## config.mk

```make
export PLATFORM = sky130hd
export DESIGN_NAME = midi_rx_deserializer
export DESIGN_NICKNAME = d
export VERILOG_FILES = /design/src/rtl/midi_rx_deserializer.sv
export SDC_FILE = /design/constraint.sdc
export NUM_CORES = 1
export LEC_CHECK = 0
export ABC_AREA = 0
export ABC_CLOCK_PERIOD_IN_PS = 8600
export BUFFER_PORTS_ARGS = -buffer_cell sky130_fd_sc_hd__buf_2
export CAP_MARGIN = 10
export CELL_PAD_IN_SITES_DETAIL_PLACEMENT = 0
export CELL_PAD_IN_SITES_GLOBAL_PLACEMENT = 1
export CORE_UTILIZATION = 54
export CTS_CLUSTER_SIZE = 40
export DETAILED_ROUTE_END_ITERATION = 16
export GPL_ROUTABILITY_DRIVEN = 0
export PLACE_DENSITY = 0.89
export SLEW_MARGIN = 10
export SYNTH_ARGS = -nofsm -noshare
export SYNTH_HDL_FRONTEND = slang
export SYNTH_SLANG_ARGS = --single-unit
```

## constraint.sdc

```tcl
create_clock -name clock -period 8.6 [get_ports clock]
set_clock_uncertainty 0.2 [all_clocks]
set_input_delay 1.29 -clock clock [delete_from_list [all_inputs] [get_ports clock]]
set_output_delay 1.29 -clock clock [all_outputs]
set_load 0.01 [all_outputs]
```

## src/rtl/midi_rx_deserializer.sv

```systemverilog
// MIDI 8N1 receiver: 2-flop input synchronizer, bit-centre sampling FSM and an 8-entry FWFT byte FIFO.
// Optional build macro MIDI_RX_REALTIME_FILTER_EN drops completed 8'hF8 / 8'hFE bytes instead of pushing them.
module midi_rx_deserializer #(
    parameter int CLKS_PER_BIT = 32,
    parameter int FIFO_AW      = 3
) (
    input  logic               clock,
    input  logic               reset,
    input  logic               midi_rxd,
    input  logic               rd_en,
    input  logic               clr_err,
    input  logic               irq_en,
    output logic [7:0]         rx_data,
    output logic [FIFO_AW:0]   rx_count,
    output logic               rx_empty,
    output logic               frame_err,
    output logic               overrun,
    output logic               irq
);
    localparam int DEPTH = 2 ** FIFO_AW;
    localparam int BW    = $clog2(CLKS_PER_BIT);
    localparam logic [BW-1:0] HALF_M1 = BW'(CLKS_PER_BIT / 2 - 1);
    localparam logic [BW-1:0] FULL_M1 = BW'(CLKS_PER_BIT - 1);

    typedef enum logic [2:0] {
        S_IDLE,
        S_START,
        S_DATA,
        S_STOP,
        S_WAIT_IDLE
    } state_t;

    state_t state_q, state_d;

    logic sync1_q, sync2_q, prev_q;
    logic rxd_s, fall;
    logic [BW-1:0] baud_q;
    logic [2:0]    bit_cnt_q;
    logic [7:0]    shift_q;
    logic baud_zero;
    logic load_half, load_full, shift_en, byte_done, frame_set;

    logic [7:0]         mem_q [DEPTH];
    logic [FIFO_AW-1:0] wr_ptr_q, rd_ptr_q;
    logic [FIFO_AW:0]   count_q, count_d;
    logic               frame_err_q, overrun_q, irq_q;
    logic               full, pop, push_req, push_ok, overrun_set;

    // Synchronizer and edge-history flops idle at 1 so reset never looks like a start edge.
    always_ff @(posedge clock) begin
        if (reset) begin
            sync1_q <= 1'b1;
            sync2_q <= 1'b1;
            prev_q  <= 1'b1;
        end else begin
            sync1_q <= midi_rxd;
            sync2_q <= sync1_q;
            prev_q  <= sync2_q;
        end
    end

    assign rxd_s     = sync2_q;
    assign fall      = prev_q & ~rxd_s;
    assign baud_zero = (baud_q == '0);

    always_ff @(posedge clock) begin
        if (reset) state_q <= S_IDLE;
        else       state_q <= state_d;
    end

    always_comb begin
        state_d = state_q;
        case (state_q)
            S_IDLE:      if (fall) state_d = S_START;
            S_START:     if (baud_zero) state_d = rxd_s ? S_IDLE : S_DATA;
            S_DATA:      if (baud_zero && bit_cnt_q == 3'd7) state_d = S_STOP;
            S_STOP:      if (baud_zero) state_d = rxd_s ? S_IDLE : S_WAIT_IDLE;
            S_WAIT_IDLE: if (rxd_s) state_d = S_IDLE;
            default:     state_d = S_IDLE;
        endcase
    end

    always_comb begin
        load_half = 1'b0;
        load_full = 1'b0;
        shift_en  = 1'b0;
        byte_done = 1'b0;
        frame_set = 1'b0;
        case (state_q)
            S_IDLE:  load_half = fall;
            S_START: load_full = baud_zero & ~rxd_s;
            S_DATA: begin
                load_full = baud_zero;
                shift_en  = baud_zero;
            end
            S_STOP: begin
                byte_done = baud_zero & rxd_s;
                frame_set = baud_zero & ~rxd_s;
            end
            default: ;
        endcase
    end

    always_ff @(posedge clock) begin
        if (reset) begin
            baud_q    <= '0;
            bit_cnt_q <= '0;
            shift_q   <= '0;
        end else begin
            if (load_half)      baud_q <= HALF_M1;
            else if (load_full) baud_q <= FULL_M1;
            else if (!baud_zero) baud_q <= baud_q - 1'b1;

            if (load_half) begin
                bit_cnt_q <= '0;
            end else if (shift_en) begin
                bit_cnt_q <= bit_cnt_q + 1'b1;
                shift_q   <= {rxd_s, shift_q[7:1]};
            end
        end
    end

`ifdef MIDI_RX_REALTIME_FILTER_EN
    // Timing clock and active sensing are discarded before they reach the FIFO, so they can never overrun it.
    assign push_req = byte_done & (shift_q != 8'hF8) & (shift_q != 8'hFE);
`else
    assign push_req = byte_done;
`endif

    assign full        = count_q[FIFO_AW];
    assign pop         = rd_en & (count_q != '0);
    // A full FIFO still accepts a byte when the head leaves in the same cycle.
    assign push_ok     = push_req & (~full | pop);
    assign overrun_set = push_req & full & ~pop;

    always_comb begin
        count_d = count_q;
        case ({push_ok, pop})
            2'b10:   count_d = count_q + 1'b1;
            2'b01:   count_d = count_q - 1'b1;
            default: count_d = count_q;
        endcase
    end

    always_ff @(posedge clock) begin
        if (push_ok) mem_q[wr_ptr_q] <= shift_q;
    end

    always_ff @(posedge clock) begin
        if (reset) begin
            wr_ptr_q    <= '0;
            rd_ptr_q    <= '0;
            count_q     <= '0;
            frame_err_q <= 1'b0;
            overrun_q   <= 1'b0;
            irq_q       <= 1'b0;
        end else begin
            if (push_ok) wr_ptr_q <= wr_ptr_q + 1'b1;
            if (pop)     rd_ptr_q <= rd_ptr_q + 1'b1;
            count_q     <= count_d;
            frame_err_q <= (frame_err_q & ~clr_err) | frame_set;
            overrun_q   <= (overrun_q & ~clr_err) | overrun_set;
            irq_q       <= irq_en & (count_q != '0);
        end
    end

    assign rx_empty  = (count_q == '0);
    assign rx_count  = count_q;
    assign rx_data   = rx_empty ? 8'h00 : mem_q[rd_ptr_q];
    assign frame_err = frame_err_q;
    assign overrun   = overrun_q;
    assign irq       = irq_q;
endmodule
```

==> results of run 1 <==
## routing by layer
layer | part of all wire [%] | wire, um | track usage, %
met5 | 0 | 0 | 0
met4 | 1.7 | 116 | 8.06
met2 | 48 | 3260 | 28.5
met3 | 4.0 | 273 | 3.38
met1 | 46 | 3130 | 24.7
## power groups by stage
stage	sequential, uW	clock [uW]	combinational (uW)
finish	541	303	90.7
global route	543	332	103
CTS	541	312	92.7
detailed placement	552	0	92.1
global placement	552	0	90.0
floorplan	548	0	78.8
## registers in the layout, summed over array words and instances, names as in the netlist, named ones only
| name | cells |
|---|---|
| rxd_s | 1 |
| rx_count | 4 |
| mem_q | 64 |
| prev_q | 1 |
| rd_ptr_q | 3 |
| frame_err | 1 |
| bit_cnt_q | 3 |
| baud_q | 5 |
| shift_q | 8 |
| irq | 1 |
| overrun | 1 |
| wr_ptr_q | 3 |
| state_q | 3 |
| sync1_q | 1 |
## final timing paths
| check | endpoint | slack (ps) | cells past startpoint |
|---|---|---|---|
| hold reg to reg | rxd_s$_SDFF_PP1_ | 220 | 1 |
| setup reg to reg | rx_count[2]$_SDFFE_PP0P_ | 5380 | 12 |
| setup / recovery | rx_data[7] | 4780 | 4 |
| hold / removal | rxd_s$_SDFF_PP1_ | 220 | 1 |
## cells in the final DEF (no fill, tap or decap), types with 5 or more instances in the layout
cell,count
ha_1,9
mux4_2,16
inv_1,5
nand2_1,25
a21oi_1,22
dfxtp_1,38
nor2b_1,7
nor2_1,29
mux2i_1,13
nand2b_1,6
nand3_1,5
nor3_1,5
edfxtp_1,64
buf_2,21
xor2_1,5
clkbuf_8,9
## logic make-up after synthesis
kind of cell / count (synthesis)
XOR/XNOR: 9
buffers and inverters: 20
flip-flops: 102
multiplexers: 31
AND/OR/NAND/NOR: 97
adder cells (fa/ha/maj): 9
AO/OA/AOI/OAI: 34
## area by class of cell
cell class,instances,area share [%]
clock buffer,9,2.70
sequential,102,58.5
timing repair buffer,25,2.95
clock inverter,7,1.75
tap,99,2.70
inverter,5,0.410
multi-input combinational,180,31.0
## per-stage QoR
stage	area, um2	setup slack [ps]	hold slack [ps]	std cells
final	4580	4780	219	427
after floorplan	4170	5540	189	302
after global routing	4580	4580	235	427
after detailed placement	4380	5110	198	411
after global placement	4380	5110	194	411
after CTS	4580	4700	223	427
## critical path: stages, from the launching register on
cell     delay, ps
dfxtp_1       1020
mux4_2         600
mux2i_1        170
nor2_1          50
buf_2          130
==> reports/metrics.csv, run 1 <==
stage;metric;value;unit
placed_design;Port Buf Inserts;21;
sta;Rel. slew slack;30.9;%
clock_network;CTS sink count;102;
global_routing;largest net degree at the start of global routing;35;
synthesis;cell area after synthesis;0.00417;mm2
critical_path;RR Startpoint;baud_q[0]$_SDFFE_PP0P_;
clock_network;TritonCTS clock tree;built;
pwr;Switching Share;24.1;%
sta;setup TNS;0;ps
final_layout;register area;0.00268;mm2
critical_path;crit-path max FO;16;
sta;Fin. Hold Viols;0;
synthesis;top cells by area in the synthesized netlist;edfxtp_1 (46%), dfxtp_1 (18%), mux4_2 (8.6%), mux2i_1 (3.1%), ha_1 (2.7%);
global_routing;gr usage total;18.1;%
synthesis;compound-cell area share of the yosys netlist;4.71;%
synthesis;Async SR Flop Fraction;0;%
synthesis;cell taking the most area after synthesis;edfxtp_1;
sta;endpoints failing setup;0;
floorplanning;Die Span Y;89.9;um
drt;remaining antenna violation count;0;
critical_path;Worst EP required;7110;ps
clock_network;CTS H-tree depth;3;
sta;RSZ-0062 raised after global routing;false;
critical_path;CP Class;flop to output port;
sta;fmax;262;MHz
synthesis;Synth Flop Type;edfxtp_1;
global_routing;GRT Residual Overflow;0;
synthesis;most common cell in the netlist;edfxtp_1;
pwr;Net Switching;225;uW
clock_network;Worst-Skew Late Latency;350;ps
global_routing;initial antenna violation count;0;
job;max_cap viols;0;
global_routing;number of global-route vias before repair;2208;
sta;Slew Viols, Final;0;
final_layout;ratio of cells with drive above 1 in the final layout;21.3;%
drt;Routed WL per cell;15.9;um
floorplanning;I/O pin count;22;
synthesis;Cells after Synth;302;
clock_network;clk root buf;clkbuf_8;
synthesis;Post-synth top cells;edfxtp_1 (64), dfxtp_1 (38), nor2_1 (29), nand2_1 (25), a21oi_1 (22);
hold_path;HP Start;sync1_q$_SDFF_PP1_;
critical_path;Worst Setup End Kind;output port;
drt;vias per cell;5.48;
pwr;total power;935;uW
synthesis;Synth Area in XOR/XNOR;1.89;%
pwr;internal cell power;710;uW
clock_network;CTS max path bufs;2;
final_layout;area of the multi-input gates;0.00142;mm2
final_layout;Fillers;546;
clock_network;clk slew on worst S/H paths;100;ps
final_layout;area grow syn2layout;9.97;%
floorplanning;die width;89.9;um
drt;final WL;6770;um
critical_path;Arr. time, crit path;2330;ps
floorplanning;FP Rows;31;
pwr;Gate power share;9.7;%
sta;post-route minimum period;3820;ps
synthesis;Netlist cell types;39;
run_status;run status;complete, no violations;
clock_network;number of CTS-inserted buffers;9;
synthesis;Post-synth EDFFs;64;
sta;measured slew at the worst slew-check pin;1030;ps
synthesis;main combinational cell family by area after synthesis;multiplexers;
floorplanning;Initial Util;56.6;%
drt;Pre-antenna DRT Iters;4;
synthesis;Seq/Total Area, Yosys;64.4;%
pwr;Lkg Pwr;0.00160;uW
pwr;power density cells;204;mW/mm2
global_routing;first-pass GRT wire length;11100;um
drt;DRC violations left;0;
floorplanning;Die ar.;0.00807;mm2
synthesis;YS warnings;0;
final_layout;final core utilization;62.2;%
placed_design;hpwl dp;4350;um
synthesis;adder-cell share of the synthesized area;2.70;%
clock_network;post_cts resized;0;
synthesis;Synth top area share;46.1;%
drt;via count;2338;
pwr;Clock Power Share;32.5;%
synthesis;multiplexer share of the synthesized area;12.3;%
synthesis;Simple-Gate Fraction of Synth Area;12.0;%
final_layout;Final nets;338;
sta;final worst path period share;44.4;%
pwr;Seq pwr share;57.8;%
synthesis;syn nets;317;
final_layout;ANT cells;0;
critical_path;Worst setup SP type;flop;
clock_network;hold_buf cts;0;
pwr;Max rail drop VDD;0.000130;V
hold_path;hold crit path type;flop to flop;
synthesis;mean area per synthesized cell;13.8;um2
drt;detailed router's first-iteration violation count;139;
floorplanning;Core Region;0.00737;mm2
synthesis;synthesized flop and latch total;102;
clock_network;Post-CTS Setup Inserts;0;
(Power assumes the default switching activity.)
==> inputs of run 2 (changes only) <==
--- a/config.mk
+++ b/config.mk
@@ -6,16 +6,16 @@
 export NUM_CORES = 1
 export LEC_CHECK = 0
 export ABC_AREA = 0
-export ABC_CLOCK_PERIOD_IN_PS = 8600
+export ABC_CLOCK_PERIOD_IN_PS = 3900
 export BUFFER_PORTS_ARGS = -buffer_cell sky130_fd_sc_hd__buf_2
 export CAP_MARGIN = 10
 export CELL_PAD_IN_SITES_DETAIL_PLACEMENT = 0
 export CELL_PAD_IN_SITES_GLOBAL_PLACEMENT = 1
-export CORE_UTILIZATION = 54
+export CORE_UTILIZATION = 50
 export CTS_CLUSTER_SIZE = 40
 export DETAILED_ROUTE_END_ITERATION = 16
 export GPL_ROUTABILITY_DRIVEN = 0
-export PLACE_DENSITY = 0.89
+export PLACE_DENSITY = 0.84
 export SLEW_MARGIN = 10
 export SYNTH_ARGS = -nofsm -noshare
 export SYNTH_HDL_FRONTEND = slang
==> constraint.sdc (replaced) <==
create_clock -name clock -period 3.9 [get_ports clock]
set_clock_uncertainty 0.2 [all_clocks]
set_input_delay 0.585 -clock clock [delete_from_list [all_inputs] [get_ports clock]]
set_output_delay 0.585 -clock clock [all_outputs]
set_load 0.01 [all_outputs]
==> run 2 against run 1 <==
Compared with the run above: core utilization decreased by 4.0 points; via count is 1.2% higher; critical path depth up 8; register-to-register slack got worse by 4600 ps; worst setup slack lost 4000 ps; flip-flop and latch count did not move; die area increased by 7.8%; final area is 0.22% higher; sequential share of layout area is 0.13 points lower; total power grew 110%.
==> reports/metrics.csv, run 2 (same netlist as run 1, synthesis figures left out) <==
stage;metric;value;unit;change
sta;setup TNS;0;ps;unchanged
clock_network;TritonCTS clock tree;built;;
final_layout;largest reg by FF count;mem_q;;
floorplanning;Die Span Y;93.3;um;+3.8%
drt;final WL;7130;um;+5.3%
critical_path;CP Class;flop to flop;;
final_layout;area grow syn2layout;10.2;%;
final_layout;fin cells;435;;+1.9%
sta;Fin. Hold Viols;0;;unchanged
clock_network;clk slew on worst S/H paths;100;ps;about the same
global_routing;first-pass GRT wire length;11800;um;+6.0%
hold_path;hold crit path type;primary input to flop;;
critical_path;RR Startpoint;baud_q[0]$_SDFFE_PP0P_;;
pwr;total power;2010;uW;+110%
floorplanning;FP Rows;32;;+3.2%
placed_design;placed instance area;0.00441;mm2;+0.71%
clock_network;CTS max path bufs;2;;unchanged
sta;final worst path period share;80.2;%;
drt;via count;2367;;+1.2%
critical_path;Worst Setup End Kind;flop;;
run_status;run status;complete, no violations;;
floorplanning;die width;93.3;um;+3.8%
sta;Rel. slew slack;45.0;%;+14 points
clock_network;CTS H-tree depth;3;;unchanged
final_layout;most common cell after layout, fill and taps aside;edfxtp_1;;
pwr;power density cells;437;mW/mm2;+110%
drt;remaining antenna violation count;0;;unchanged
placed_design;Port Buf Inserts;21;;unchanged
clock_network;post_cts resized;0;;unchanged
drt;Pre-antenna DRT Iters;4;;unchanged
clock_network;clk root buf;clkbuf_8;;
drt;DRC violations left;0;;unchanged
floorplanning;Core Region;0.00789;mm2;+7.0%
sta;Slew Viols, Final;0;;unchanged
floorplanning;Initial Util;52.8;%;-3.7 points
sta;endpoints failing setup;0;;unchanged
clock_network;Post-CTS Setup Inserts;0;;unchanged
critical_path;Arr. time, crit path;3220;ps;+890 ps
final_layout;max reg flops;64;;unchanged
sta;RSZ-0062 raised after global routing;false;;
clock_network;number of CTS-inserted buffers;9;;unchanged
critical_path;crit path launch;baud_q[0]$_SDFFE_PP0P_;;
global_routing;initial antenna violation count;0;;unchanged
critical_path;Worst setup SP type;flop;;
final_layout;biggest regs;mem_q x64, shift_q x8, baud_q x5;;
clock_network;Worst-Skew Late Latency;350;ps;about the same
critical_path;Worst EP required;3990;ps;-3120 ps
sta;measured slew at the worst slew-check pin;821;ps;-213 ps
placed_design;Placed Cells incl. Taps;419;;+1.9%
hold_path;HP Start;midi_rxd;;
sta;fmax;320;MHz;
clock_network;CTS sink count;102;;unchanged
pwr;Max rail drop VDD;0.000429;V;+230%
global_routing;largest net degree at the start of global routing;35;;unchanged
placed_design;hpwl dp;4580;um;+5.4%
floorplanning;Die ar.;0.00870;mm2;+7.8%
final_layout;Final Cell Area;0.00459;mm2;+0.22%
global_routing;gr usage total;18.5;%;+0.39 points
global_routing;GRT Residual Overflow;0;;unchanged
floorplanning;I/O pin count;22;;unchanged
drt;vias per cell;5.44;;-0.62%
final_layout;Fillers;643;;+18%
critical_path;crit-path max FO;6;;-10
global_routing;number of global-route vias before repair;2352;;+6.5%
final_layout;ratio of cells with drive above 1 in the final layout;21.9;%;+0.58 points
drt;Routed WL per cell;16.4;um;+3.4%
drt;detailed router's first-iteration violation count;94;;-32%
clock_network;hold_buf cts;0;;unchanged
pwr;Lkg Pwr;0.00161;uW;+0.63%
final_layout;Final nets;343;;+1.5%
job;max_cap viols;0;;unchanged
final_layout;most frequent cells in the layout;edfxtp_1 (64), dfxtp_1 (38), nor2_1 (29), nand2_1 (25), a21oi_1 (22);;
sta;post-route minimum period;3130;ps;
final_layout;ANT cells;0;;unchanged
==> run 2: cell types whose count changed in the layout (fill, tap and decap cells not counted), sizes merged <==
| cell | change |
|---|---|
| buf | +5 |
| clkinv | -2 |
| clkinvlp | +2 |
| bufinv | -1 |
| clkbuf | +1 |
==> run 2: per-layer routing <==
layer	global-route usage, %	part of all wire, %	vias to the layer above
met5	0	0	-
met4	5.00	0.84	0
met3	4.15	2.9	6
met2	31.6	51	39
met1	23.7	45	1155
li1	-	-	1167
==> run 2: final timing paths <==
kind	endpoint	slack, ps	cells after the start
max	rx_count[2]$_SDFFE_PP0P_	770	12
max reg2reg	rx_count[2]$_SDFFE_PP0P_	770	12
min	sync1_q$_SDFF_PP1_	200	2
min reg2reg	rxd_s$_SDFF_PP1_	220	1
==> run 2: through the flow <==
step	util [%]	worst slack (ps)	hold slack, ps
after global routing	58.2	513	186
after detailed placement	55.9	775	203
final	58.2	773	205
after CTS	58.2	764	191
after floorplan	-	1090	189
after global placement	55.9	903	195
==> run 2: where the power goes <==
| group | switching [uW] | leakage [uW] | internal (uW) | total [uW] |
|---|---|---|---|---|
| sequential | 36.0 | 0.000901 | 1160 | 1190 |
| combinational | 103 | 0.000624 | 100 | 203 |
| clock | 366 | 0.0000869 | 245 | 611 |
==> run 2: final cells by class <==
class	instances	area [um2]	share of cell area [%]
clock buffers	10	128	2.78
clock inverters	6	55.1	1.20
inverters	5	18.8	0.409
multi-input cells	180	1410	30.7
flip-flops and latches	102	2680	58.4
well taps	102	128	2.78
repair buffers	30	173	3.76
==> run 2: critical path, stage by stage, from the launching register on <==
cell and delay (ps):
dfxtp_1 320, inv_1 100, ha_1 230, nor4b_4 360, and3_1 300, nand3_1 210, ha_1 330, xor2_1 170
ha_1 180, a21oi_1 140, xor2_1 90, or3_1 300, a21oi_1 130
==> inputs of run 3 (changes only) <==
--- a/config.mk
+++ b/config.mk
@@ -6,7 +6,7 @@
 export NUM_CORES = 1
 export LEC_CHECK = 0
 export ABC_AREA = 0
-export ABC_CLOCK_PERIOD_IN_PS = 3900
+export ABC_CLOCK_PERIOD_IN_PS = 3100
 export BUFFER_PORTS_ARGS = -buffer_cell sky130_fd_sc_hd__buf_2
 export CAP_MARGIN = 10
 export CELL_PAD_IN_SITES_DETAIL_PLACEMENT = 0
==> constraint.sdc (replaced) <==
create_clock -name clock -period 3.1 [get_ports clock]
set_clock_uncertainty 0.2 [all_clocks]
set_input_delay 0.465 -clock clock [delete_from_list [all_inputs] [get_ports clock]]
set_output_delay 0.465 -clock clock [all_outputs]
set_load 0.01 [all_outputs]
==> run 3 against run 2 <==
Compared with the run above: core utilization increased by 0.71 points; wire length up 3.6%; count of clock-buffer cells in the layout decreased by 1; critical path depth is the same; via count is 1.6% higher; critical endpoint unchanged.
==> reports/metrics.csv, run 3 (same netlist as run 1, synthesis figures left out) <==
stage;metric;value;unit;change
final_layout;biggest regs;mem_q x64, shift_q x8, baud_q x5;;
final_layout;Final nets;349;;+1.7%
drt;vias per cell;5.45;;+0.22%
final_layout;ratio of cells with drive above 1 in the final layout;24.2;%;+2.3 points
final_layout;most common cell after layout, fill and taps aside;edfxtp_1;;
sta;post-route minimum period;2840;ps;-288 ps
critical_path;Reg2Reg Setup Slack;260;ps;-510 ps
floorplanning;Die Span Y;93.3;um;unchanged
sta;RSZ-0062 raised after global routing;false;;
critical_path;CP Class;flop to flop;;
clock_network;CTS max path bufs;2;;unchanged
sta;fmax;352;MHz;+10%
critical_path;crit path launch;baud_q[0]$_SDFFE_PP0P_;;
floorplanning;die width;93.3;um;unchanged
clock_network;clk slew on worst S/H paths;100;ps;about the same
floorplanning;I/O pin count;22;;unchanged
critical_path;crit-path max FO;5;;-1
critical_path;Worst Setup End Kind;flop;;
sta;Slew Viols, Final;0;;unchanged
critical_path;Arr. time, crit path;2940;ps;-280 ps
clock_network;hold_buf cts;0;;unchanged
critical_path;worst-path cell with the longest stage delay;dfxtp_1;;
global_routing;initial antenna violation count;0;;unchanged
critical_path;FF-to-FF path depth;12;;unchanged
sta;endpoints failing setup;0;;unchanged
global_routing;largest net degree at the start of global routing;35;;unchanged
final_layout;area grow syn2layout;11.6;%;
critical_path;FF-to-FF End;rx_count[2]$_SDFFE_PP0P_;;
drt;Routed WL per cell;16.7;um;+2.2%
critical_path;slowest cell delay on critical path;320;ps;-40 ps
pwr;Lkg Pwr;0.00165;uW;+2.4%
final_layout;ANT cells;0;;unchanged
clock_network;number of CTS-inserted buffers;9;;unchanged
drt;remaining antenna violation count;0;;unchanged
global_routing;first-pass GRT wire length;12000;um;+2.3%
placed_design;hpwl dp;4740;um;+3.6%
pwr;power density cells;554;mW/mm2;+27%
drt;DRC violations left;0;;unchanged
final_layout;max reg flops;64;;unchanged
sta;Rel. slew slack;60.3;%;+15 points
drt;final WL;7390;um;+3.6%
sta;setup TNS;0;ps;unchanged
global_routing;gr usage total;18.9;%;+0.41 points
global_routing;GRT Residual Overflow;0;;unchanged
clock_network;CTS sink count;102;;unchanged
placed_design;placed instance area;0.00444;mm2;+0.68%
pwr;Max rail drop VDD;0.000450;V;+4.7%
drt;detailed router's first-iteration violation count;99;;+5.3%
critical_path;RR Startpoint;baud_q[0]$_SDFFE_PP0P_;;
hold_path;hold crit path type;primary input to flop;;
final_layout;largest reg by FF count;mem_q;;
sta;measured slew at the worst slew-check pin;596;ps;-226 ps
placed_design;Placed Cells incl. Taps;423;;+0.95%
clock_network;TritonCTS clock tree;built;;
run_status;run status;complete, no violations;;
final_layout;Final Cell Area;0.00465;mm2;+1.2%
critical_path;Worst EP required;3200;ps;-790 ps
final_layout;fin cells;441;;+1.4%
clock_network;CTS H-tree depth;3;;unchanged
global_routing;number of global-route vias before repair;2384;;+1.4%
job;max_cap viols;0;;unchanged
placed_design;Port Buf Inserts;21;;unchanged
floorplanning;Initial Util;52.8;%;unchanged
clock_network;Worst-Skew Late Latency;370;ps;+20 ps
floorplanning;Die ar.;0.00870;mm2;unchanged
drt;via count;2405;;+1.6%
final_layout;most frequent cells in the layout;edfxtp_1 (64), dfxtp_1 (38), nor2_1 (29), nand2_1 (25), a21oi_1 (22);;
sta;Fin. Hold Viols;0;;unchanged
drt;Pre-antenna DRT Iters;7;;+3
critical_path;Worst Setup EP;rx_count[2]$_SDFFE_PP0P_;;
floorplanning;Core Region;0.00789;mm2;unchanged
floorplanning;FP Rows;32;;unchanged
sta;final worst path period share;91.6;%;+11 points
critical_path;Worst setup SP type;flop;;
clock_network;clk root buf;clkbuf_8;;
critical_path;crit path cell chain;inv_1 -> ha_1 -> nor4b_4 -> and3_4 -> nand3_1 -> ha_2 -> xor2_1 -> ha_1 -> a21oi_1 -> xor2_1 -> or3_1 -> a21oi_1;;
-- run 3: per-stage QoR --
stage | total power [uW] | hold WS (ps) | utilization (%) | setup slack (ps)
floorplan | 1740 | 189 | - | 290
global placement | 1780 | 197 | 56.3 | 226
detailed placement | 1780 | 199 | 56.3 | 120
CTS | 2570 | 60.7 | 58.7 | 103
global route | 2690 | 48.7 | 58.9 | 2.25
finish | 2570 | 73.8 | 58.9 | 261
-- run 3: worst min-delay path by stage --
| stage | start | end | cells after the start |
|---|---|---|---|
| 2_1_floorplan | sync1_q$_SDFF_PP1_ | rxd_s$_SDFF_PP1_ | 1 |
| 3_3_place_gp | sync1_q$_SDFF_PP1_ | rxd_s$_SDFF_PP1_ | 1 |
| 3_5_place_dp | sync1_q$_SDFF_PP1_ | rxd_s$_SDFF_PP1_ | 1 |
| 4_1_cts | midi_rxd | sync1_q$_SDFF_PP1_ | 2 |
| 5_1_grt | midi_rxd | sync1_q$_SDFF_PP1_ | 2 |
| 6_report | midi_rxd | sync1_q$_SDFF_PP1_ | 2 |
-- run 3: cell type report --
cell class | instances | area, um2
fill | 635 | 3240
sequential | 102 | 2680
multi-input combinational | 180 | 1420
timing repair buffer | 36 | 218
tap | 102 | 128
clock buffer | 9 | 124
clock inverter | 7 | 62.6
inverter | 5 | 18.8
-- run 3: timing repair --
action	in CTS	in global routing
gates resized for setup	0	2
buffers inserted	0	2
setup endpoints to repair	0	1
-- run 3: worst max-delay path, delay by kind of cell, from the launching register on --
kind,cells,cell delay [ps]
and+or+nand+nor,4,980
DFF,1,320
adders and majority gates,3,640
buffers and inverters,1,100
xor gates and xnor gates,2,240
AOI/OAI and AO/OA,2,270
-- run 3: report_power, final --
part           leakage, uW  internal [uW]  switching, uW  total [uW]
Clock            0.0000980            310            484         795
Sequential        0.000901           1460           43.6        1500
Combinational     0.000652            148            131         278
Total              0.00165           1920            659        2570
-- run 3: metal layers --
metal / vias up / share of wire [%] / global-route usage, % / routed length, um
met2: 48 / 50 / 31.3 / 3690
met3: 9 / 3.6 / 4.31 / 265
met1: 1176 / 45 / 24.0 / 3330
li1: 1172 / - / - / -
met4: 0 / 1.4 / 7.69 / 100
met5: - / 0 / 0 / 0
